--- src/rtl/sar_pkg.sv ---
// sar_pkg: shared definitions for the successive-approximation searcher.
//   WIDTH_DEF : default operand width; a search takes WIDTH_DEF answers.
//   state_e   : FSM states of sar_search.
package sar_pkg;

  localparam int WIDTH_DEF = 5;

  typedef enum logic [1:0] {
    IDLE   = 2'd0,
    ISSUE  = 2'd1,
    FINISH = 2'd2
  } state_e;

endpackage

--- src/rtl/sar_search.sv ---
// sar_search: successive-approximation searcher. It recovers an unknown target
// by presenting WIDTH probes to an external less-than comparator and
// rebuilding the target MSB-first from the answers (lt = target < probe).
//
// Ports:
//   clk, rst_n   single rising-edge clock, asynchronous active-low reset
//   start        launch a search (sampled only when idle)
//   abort        cancel the search in progress; no done is produced
//   probe        trial value for the comparator (0 unless probing)
//   probe_valid  probe is presented and awaiting an answer
//   lt, lt_valid comparator answer and its qualifier
//   busy         a search is in progress (ISSUE or FINISH)
//   done         one-cycle pulse; result takes acc at the end of this cycle
//   result       last completed search value, held until the next completion
//
// Handshake: a probe is presented while probe_valid=1 and stays stable until
// an answer is accepted; an answer is accepted on a rising edge where
// probe_valid=1 and lt_valid=1. lt_valid while probe_valid=0 is ignored.
module sar_search
  import sar_pkg::*;
#(
  parameter int WIDTH = WIDTH_DEF
) (
  input  logic             clk,
  input  logic             rst_n,
  input  logic             start,
  input  logic             abort,
  output logic [WIDTH-1:0] probe,
  output logic             probe_valid,
  input  logic             lt,
  input  logic             lt_valid,
  output logic             busy,
  output logic             done,
  output logic [WIDTH-1:0] result
);

  localparam int BW = (WIDTH > 1) ? $clog2(WIDTH) : 1;

  state_e           state_q, state_d;
  logic [WIDTH-1:0] acc_q, acc_d;
  logic [BW-1:0]    bit_q, bit_d;
  logic [WIDTH-1:0] result_q, result_d;
  logic [WIDTH-1:0] trial;

  // Trial value: bits already decided plus the bit under test.
  assign trial = acc_q | (WIDTH'(1) << bit_q);

  always_comb begin
    state_d  = state_q;
    acc_d    = acc_q;
    bit_d    = bit_q;
    result_d = result_q;
    case (state_q)
      IDLE: begin
        // abort is meaningless here and deliberately not looked at.
        if (start) begin
          state_d = ISSUE;
          acc_d   = '0;
          bit_d   = BW'(WIDTH - 1);
        end
      end
      ISSUE: begin
        // abort beats a simultaneous answer; the answer is dropped.
        if (abort) begin
          state_d = IDLE;
        end else if (lt_valid) begin
          // Keep the tested bit only when target >= trial.
          acc_d = lt ? acc_q : trial;
          if (bit_q == '0) begin
            state_d = FINISH;
          end else begin
            bit_d = bit_q - BW'(1);
          end
        end
      end
      FINISH: begin
        state_d = IDLE;
        if (!abort) begin
          result_d = acc_q;
        end
      end
      default: state_d = IDLE;
    endcase
  end

  always_ff @(posedge clk or negedge rst_n) begin
    if (!rst_n) begin
      state_q  <= IDLE;
      acc_q    <= '0;
      bit_q    <= '0;
      result_q <= '0;
    end else begin
      state_q  <= state_d;
      acc_q    <= acc_d;
      bit_q    <= bit_d;
      result_q <= result_d;
    end
  end

  // Outputs are decoded from state; only abort may suppress done, so lt and
  // lt_valid never reach an output combinationally.
  assign probe_valid = (state_q == ISSUE);
  assign probe       = probe_valid ? trial : '0;
  assign busy        = (state_q != IDLE);
  assign done        = (state_q == FINISH) && !abort;
  assign result      = result_q;

endmodule
--- config.mk ---
export PLATFORM = sky130hd
export DESIGN_NAME = sar_search
export DESIGN_NICKNAME = d
export VERILOG_FILES = /design/src/rtl/sar_pkg.sv /design/src/rtl/sar_search.sv
export SDC_FILE = /design/constraint.sdc
export NUM_CORES = 1
export LEC_CHECK = 0
export ABC_AREA = 1
export CORE_UTILIZATION = 40
export DETAILED_ROUTE_END_ITERATION = 10
export GPL_ROUTABILITY_DRIVEN = 0
export PLACE_DENSITY = 0.71
export SLEW_MARGIN = 20
export SYNTH_ARGS = -nofsm -noshare
export SYNTH_HDL_FRONTEND = slang
export SYNTH_SLANG_ARGS = --single-unit
--- constraint.sdc ---
create_clock -name clk -period 1.75 [get_ports clk]
set_input_delay 0.35 -clock clk [delete_from_list [all_inputs] [get_ports clk]]
set_output_delay 0.35 -clock clk [all_outputs]
set_load 0.02 [all_outputs]
[Word level (Yosys, flattened, before mapping)]
Index checks and enable logic that the tools add are counted.
Operators by class
  add/subtract/negate cells: 1
  eq/ne operators: 9
  shift operators: 1
  multiplexer cells: 16
  bitwise operators: 2
  reductions and logical operators: 10
Operators with widths (count)
  5-bit 2-to-1 mux: 5
  3-bit 2-to-1 mux: 4
  5-bit one-hot mux with 2 select lines: 1
  5-bit AND reduction: 2
  2-bit 2-to-1 mux: 4
  2-bit inequality test, second input constant: 4
  3-bit by 2-bit inequality test with 1-bit output, second input constant: 2
  3-bit one-hot mux with 2 select lines: 1
  5-bit bitwise OR: 1
  1-bit by 3-bit << shifter with 5-bit output, first input constant: 1
  2-bit one-hot mux with 2 select lines: 1
  2-bit nonzero test: 2
  3-bit zero test: 1
  3-bit AND reduction: 1
  3-bit by 1-bit subtractor with 3-bit output, second input constant: 1
  2-bit by 1-bit == test with 1-bit output, second input constant: 1
  2-bit == test, second input constant: 1
  2-bit zero test: 1
  2-bit by 1-bit inequality test with 1-bit output, second input constant: 1
  2-bit AND reduction: 1
  1-bit logical AND: 1
  1-bit zero test: 1
  1-bit inverter: 1
Storage, ports and cells
  flip-flop bits (word level): 15
  input bits: 6

[Depth between registers and ports, before layout]
Gate-level depths: netlist of the first run.
  word-level depth: 6
  depth in mapped cells: 9

[Worst setup path before layout of the first run]
No wires, ideal clock.
  path kind: reg2out
  start: register bit_q[0]
  end: output port probe[0]
  arrival time: 1.109 ns
  data required time: 1.400 ns
  slack: 0.291 ns
  stages on the path, launching flop included: 5
  path buffers: 0
  cells stage by stage: dfrtp_1 > inv_1 > ha_1 > nand2_1 > a21oi_1
Between the ends
  word-level cells in the longest chain between the ends: 3
Ends and longest elaborated chain
  start: declaration: line sar_search.sv:41  | logic [BW-1:0] bit_q, bit_d;
  start signal: assignment: line sar_search.sv:95  | bit_q <= bit_d;
  1-bit by 3-bit << shifter with 5-bit output: line sar_search.sv:46  | assign trial = acc_q | (WIDTH'(1) << bit_q);
  5-bit bitwise OR: line sar_search.sv:46
  5-bit 2-to-1 mux: line sar_search.sv:103  | assign probe = probe_valid ? trial : '0;
  end: declaration: line sar_search.sv:28  | output logic [WIDTH-1:0] probe,
Every way passes these cells.

[Worst setup path in the final report of the first run]
  start: register bit_q[0]
  end: output port probe[3]
Same word-level chain as after synthesis.

==> results.tsv, run 1 <==
stage	metric	value	unit
status	status	complete, no violations	
power_and_ir_drop	PwrDens	1470	nW/um2
detailed_routing	Initial DRC Count	29	
global_route	remaining global-route overflow	0	
setup_path	Worst R2R End	bit_q[2]$_DFFE_PN0P_	
global_route	first-pass GRT wire length	2.98	mm
synthesis	Synth Net Count	119	
cts	Num CTS Buffers	3	
detailed_routing	vias post-DR	814	
detailed_routing	DR pass1 iterations	4	
power_and_ir_drop	Clk network pwr share	10.8	%
timing	setup TNS	0	ns
final_layout	Fillers	190	
synthesis	adder-cell share of the synthesized area	7.54	%
final_layout	# diodes	0	
die	top-level I/O count	19	
setup_path	Req. time, crit path	1.40	ns
die	Site Rows	16	
setup_path	WP data arrival	1.36	ns
power_and_ir_drop	Final Power	1.82	mW
die	starting density of the core	42.3	%
die	die area	2260	um2
run	Max Cap Viol	0	
detailed_routing	Detail Route Antenna Nets	0	
global_route	vias in the first global route	717	
global_route	GRT Resource Usage Total	18.9	%
synthesis	XOR/XNOR Fraction of Synth Area	0	%
timing	fmax	585	MHz
cts	Clock Pin Slew Worst Setup and Hold Paths	0.10	ns
timing	Final min period	1.71	ns
die	height of the die	47.5	um
detailed_routing	DRC Markers	0	
detailed_routing	Avg WL per Cell	11.3	um
cts	CTS Sinks	15	
synthesis	Cells after Synth	108	
timing	fin. max-slew vios	0	
placed_design	dpl ws	-0.203	ns
synthesis	post-synthesis mux area share	0	%
die	Die Width	47.5	um
synthesis	sequential-to-total area share from yosys stat	45.2	%
cts	clk root buf	clkbuf_4	
setup_path	CP Capture Type	primary output	
placed_design	Placed Instances	165	
timing	Least-Margin Pin Slew	0.232	ns
synthesis	Post-Syn Area per Cell	7.68	um2
synthesis	Compound-Gate Fraction of Synth Area	10.4	%
power_and_ir_drop	Max VDD drop	0.806	mV
setup_path	Reg2Reg Depth	11	
final_layout	fin cells	172	
setup_path	critical path class	flop to primary output	
die	core area	1960	um2
placed_design	Post-Place Cell Area	1140	um2
final_layout	share of layout cells above drive strength 1	31.0	%
timing	RSZ-0062 raised after global routing	true	
timing	final setup violation count	0	
timing	Setup Skew	0.0111	ns
detailed_routing	DR vias/cell	4.73	
power_and_ir_drop	Pleak	0.637	nW
global_route	largest net degree at the start of global routing	16	
final_layout	FF+latch area	375	um2
synthesis	Synth Area in Simple Gates	27.1	%
final_layout	synthesis-to-finish area growth	49.0	%
power_and_ir_drop	switching share of power	43.9	%
final_layout	Design Area, Final	1240	um2
worst_hold_path	Hold WC Path Type	primary input to async pin	
power_and_ir_drop	Flop pwr share	28.4	%
cts	Max Root-Sink Buffers	2	
cts	CTS tree	built	
synthesis	Synth Register Bits	15	
timing	hold violation total from the final report	0	
synthesis	Syn Std Cell Area	830	um2
power_and_ir_drop	Comb power frac	60.8	%
setup_path	CP Max Fanout	3	
setup_path	R2R Path Start	bit_q[0]$_DFFE_PN0P_	
setup_path	crit start category	flop	
timing	Final WS setup	0.0418	ns
timing	Slew HR	84.4	%
detailed_routing	Detailed Route WL	1.95	mm
power_and_ir_drop	Int Pwr	1.02	mW
synthesis	Yosys cell types	13	
setup_path	worst reg2reg setup slack	0.24	ns
final_layout	Final nets	157	
global_route	initial antenna violation count	0	
cts	htree depth	1	
placed_design	dpl hpwl	1.44	mm
cts	cts-stage hold buffer count	0	
cts	worst skew pair latency	0.28	ns
final_layout	multi-input logic area	429	um2
synthesis	largest family of logic cells by synthesized area	simple AND/OR/NAND/NOR gates	
timing	period utilisation layout	97.6	%
synthesis	Ys Warns	0	
power_and_ir_drop	sw power	0.801	mW
placed_design	Port Buffers	18	
cell usage in the layout, fill, tap and decap left out:
cell type / Yosys / final
a21oi_1: 5 / 1
a21oi_2: 0 / 4
a21oi_4: 1 / 1
buf_4: 0 / 17
buf_6: 0 / 4
clkbuf_2: 0 / 1
clkbuf_4: 0 / 3
clkdlybuf4s50_1: 0 / 10
clkinv_2: 0 / 1
dfrtp_1: 15 / 15
dlygate4sd2_1: 0 / 2
ha_1: 5 / 2
ha_4: 0 / 3
inv_1: 17 / 15
inv_2: 3 / 5
nand2_1: 30 / 29
nand2_2: 5 / 6
nand3_1: 12 / 12
nor2_1: 4 / 4
nor4_1: 1 / 1
o21ai_0: 9 / 9
worst max-delay path by stage:
stage                               startpoint        to  slack [ns]  depth (start not counted)
final                     bit_q[0]$_DFFE_PN0P_  probe[3]        0.04                          5
after global routing      bit_q[0]$_DFFE_PN0P_  probe[3]       -0.05                          5
after CTS                 bit_q[1]$_DFFE_PN0P_  probe[1]       0.006                          5
after detailed placement                 abort      done       -0.20                          5
after global placement                   abort      done       -0.19                          5
after floorplan           bit_q[0]$_DFFE_PN0P_  probe[0]        0.29                          4
cell families after synthesis:
family                   count (synthesis)
AO/OA/AOI/OAI                           15
adder cells (fa/ha/maj)                  5
flip-flops                              15
buffers and inverters                   21
AND/OR/NAND/NOR                         52
per-stage QoR:
step | hold WS (ns) | util [%]
after floorplan | 0.0544 | -
after global placement | 0.454 | 57.9
after global routing | 0.397 | 63.0
after detailed placement | 0.461 | 57.9
final | 0.373 | 63.0
after CTS | 0.378 | 58.5
synth_stat cells:
cell / number / share of area, %
a21oi_1: 5 / 3.0
a21oi_4: 1 / 2.0
buf_2: 1 / 0.60
dfrtp_1: 15 / 45
ha_1: 5 / 7.5
inv_1: 17 / 7.7
inv_2: 3 / 1.4
nand2_1: 30 / 14
nand2_2: 5 / 3.8
nand3_1: 12 / 7.2
nor2_1: 4 / 1.8
nor4_1: 1 / 0.75
o21ai_0: 9 / 5.4
worst max-delay path, stage by stage (launching register included):
cell     delay, ns
dfrtp_1       0.39
buf_6         0.13
ha_1          0.14
nand2_1       0.05
a21oi_1       0.19
buf_4         0.18
repair_timing:
action / in CTS / in global routing
gates cloned: 0 / 0
setup buffers: 0 / 3
pin swaps: 0 / 5
endpoints found under the setup margin: 8 / 5
hold endpoints to repair: 0 / 0
gates resized for setup: 27 / 20
final cells by class:
class | count | area share [%]
multi-input combinational | 72 | 34.7
sequential | 15 | 30.4
timing repair buffer | 34 | 23.9
inverter | 20 | 6.07
tap | 27 | 2.73
clock buffer | 3 | 1.82
clock inverter | 1 | 0.405
state kept, by name, indices dropped and copies added (netlist names):
name,cells
state_q,2
result,5
acc_q,5
bit_q,3
power groups by stage:
| stage | registers [mW] | logic, mW | clock network, mW |
|---|---|---|---|
| global route | 0.528 | 1.22 | 0.219 |
| global placement | 0.512 | 0.948 | 0 |
| floorplan | 0.555 | 0.513 | 0 |
| finish | 0.517 | 1.11 | 0.198 |
| detailed placement | 0.519 | 0.974 | 0 |
| CTS | 0.511 | 0.962 | 0.211 |
per-layer routing:
| metal | part of all wire, % | vias up | routed length, um | GRT usage, % |
|---|---|---|---|---|
| met2 | 52 | 14 | 1010 | 34.2 |
| met5 | 0 | - | 0 | 0 |
| met4 | 0.51 | 0 | 10 | 6.67 |
| met1 | 45 | 387 | 872 | 23.0 |
| li1 | - | 411 | - | - |
| met3 | 2.8 | 2 | 54 | 2.26 |
(Power assumes the default switching activity.)
==> run 2, diff against run 1 <==
--- a/config.mk
+++ b/config.mk
@@ -7,6 +7,7 @@
 export LEC_CHECK = 0
 export ABC_AREA = 1
 export CORE_UTILIZATION = 40
+export CTS_CLUSTER_SIZE = 40
 export DETAILED_ROUTE_END_ITERATION = 10
 export GPL_ROUTABILITY_DRIVEN = 0
 export PLACE_DENSITY = 0.71
==> results of run 2 <==
Final layout, timing and power as in run 1 (identical DEF).
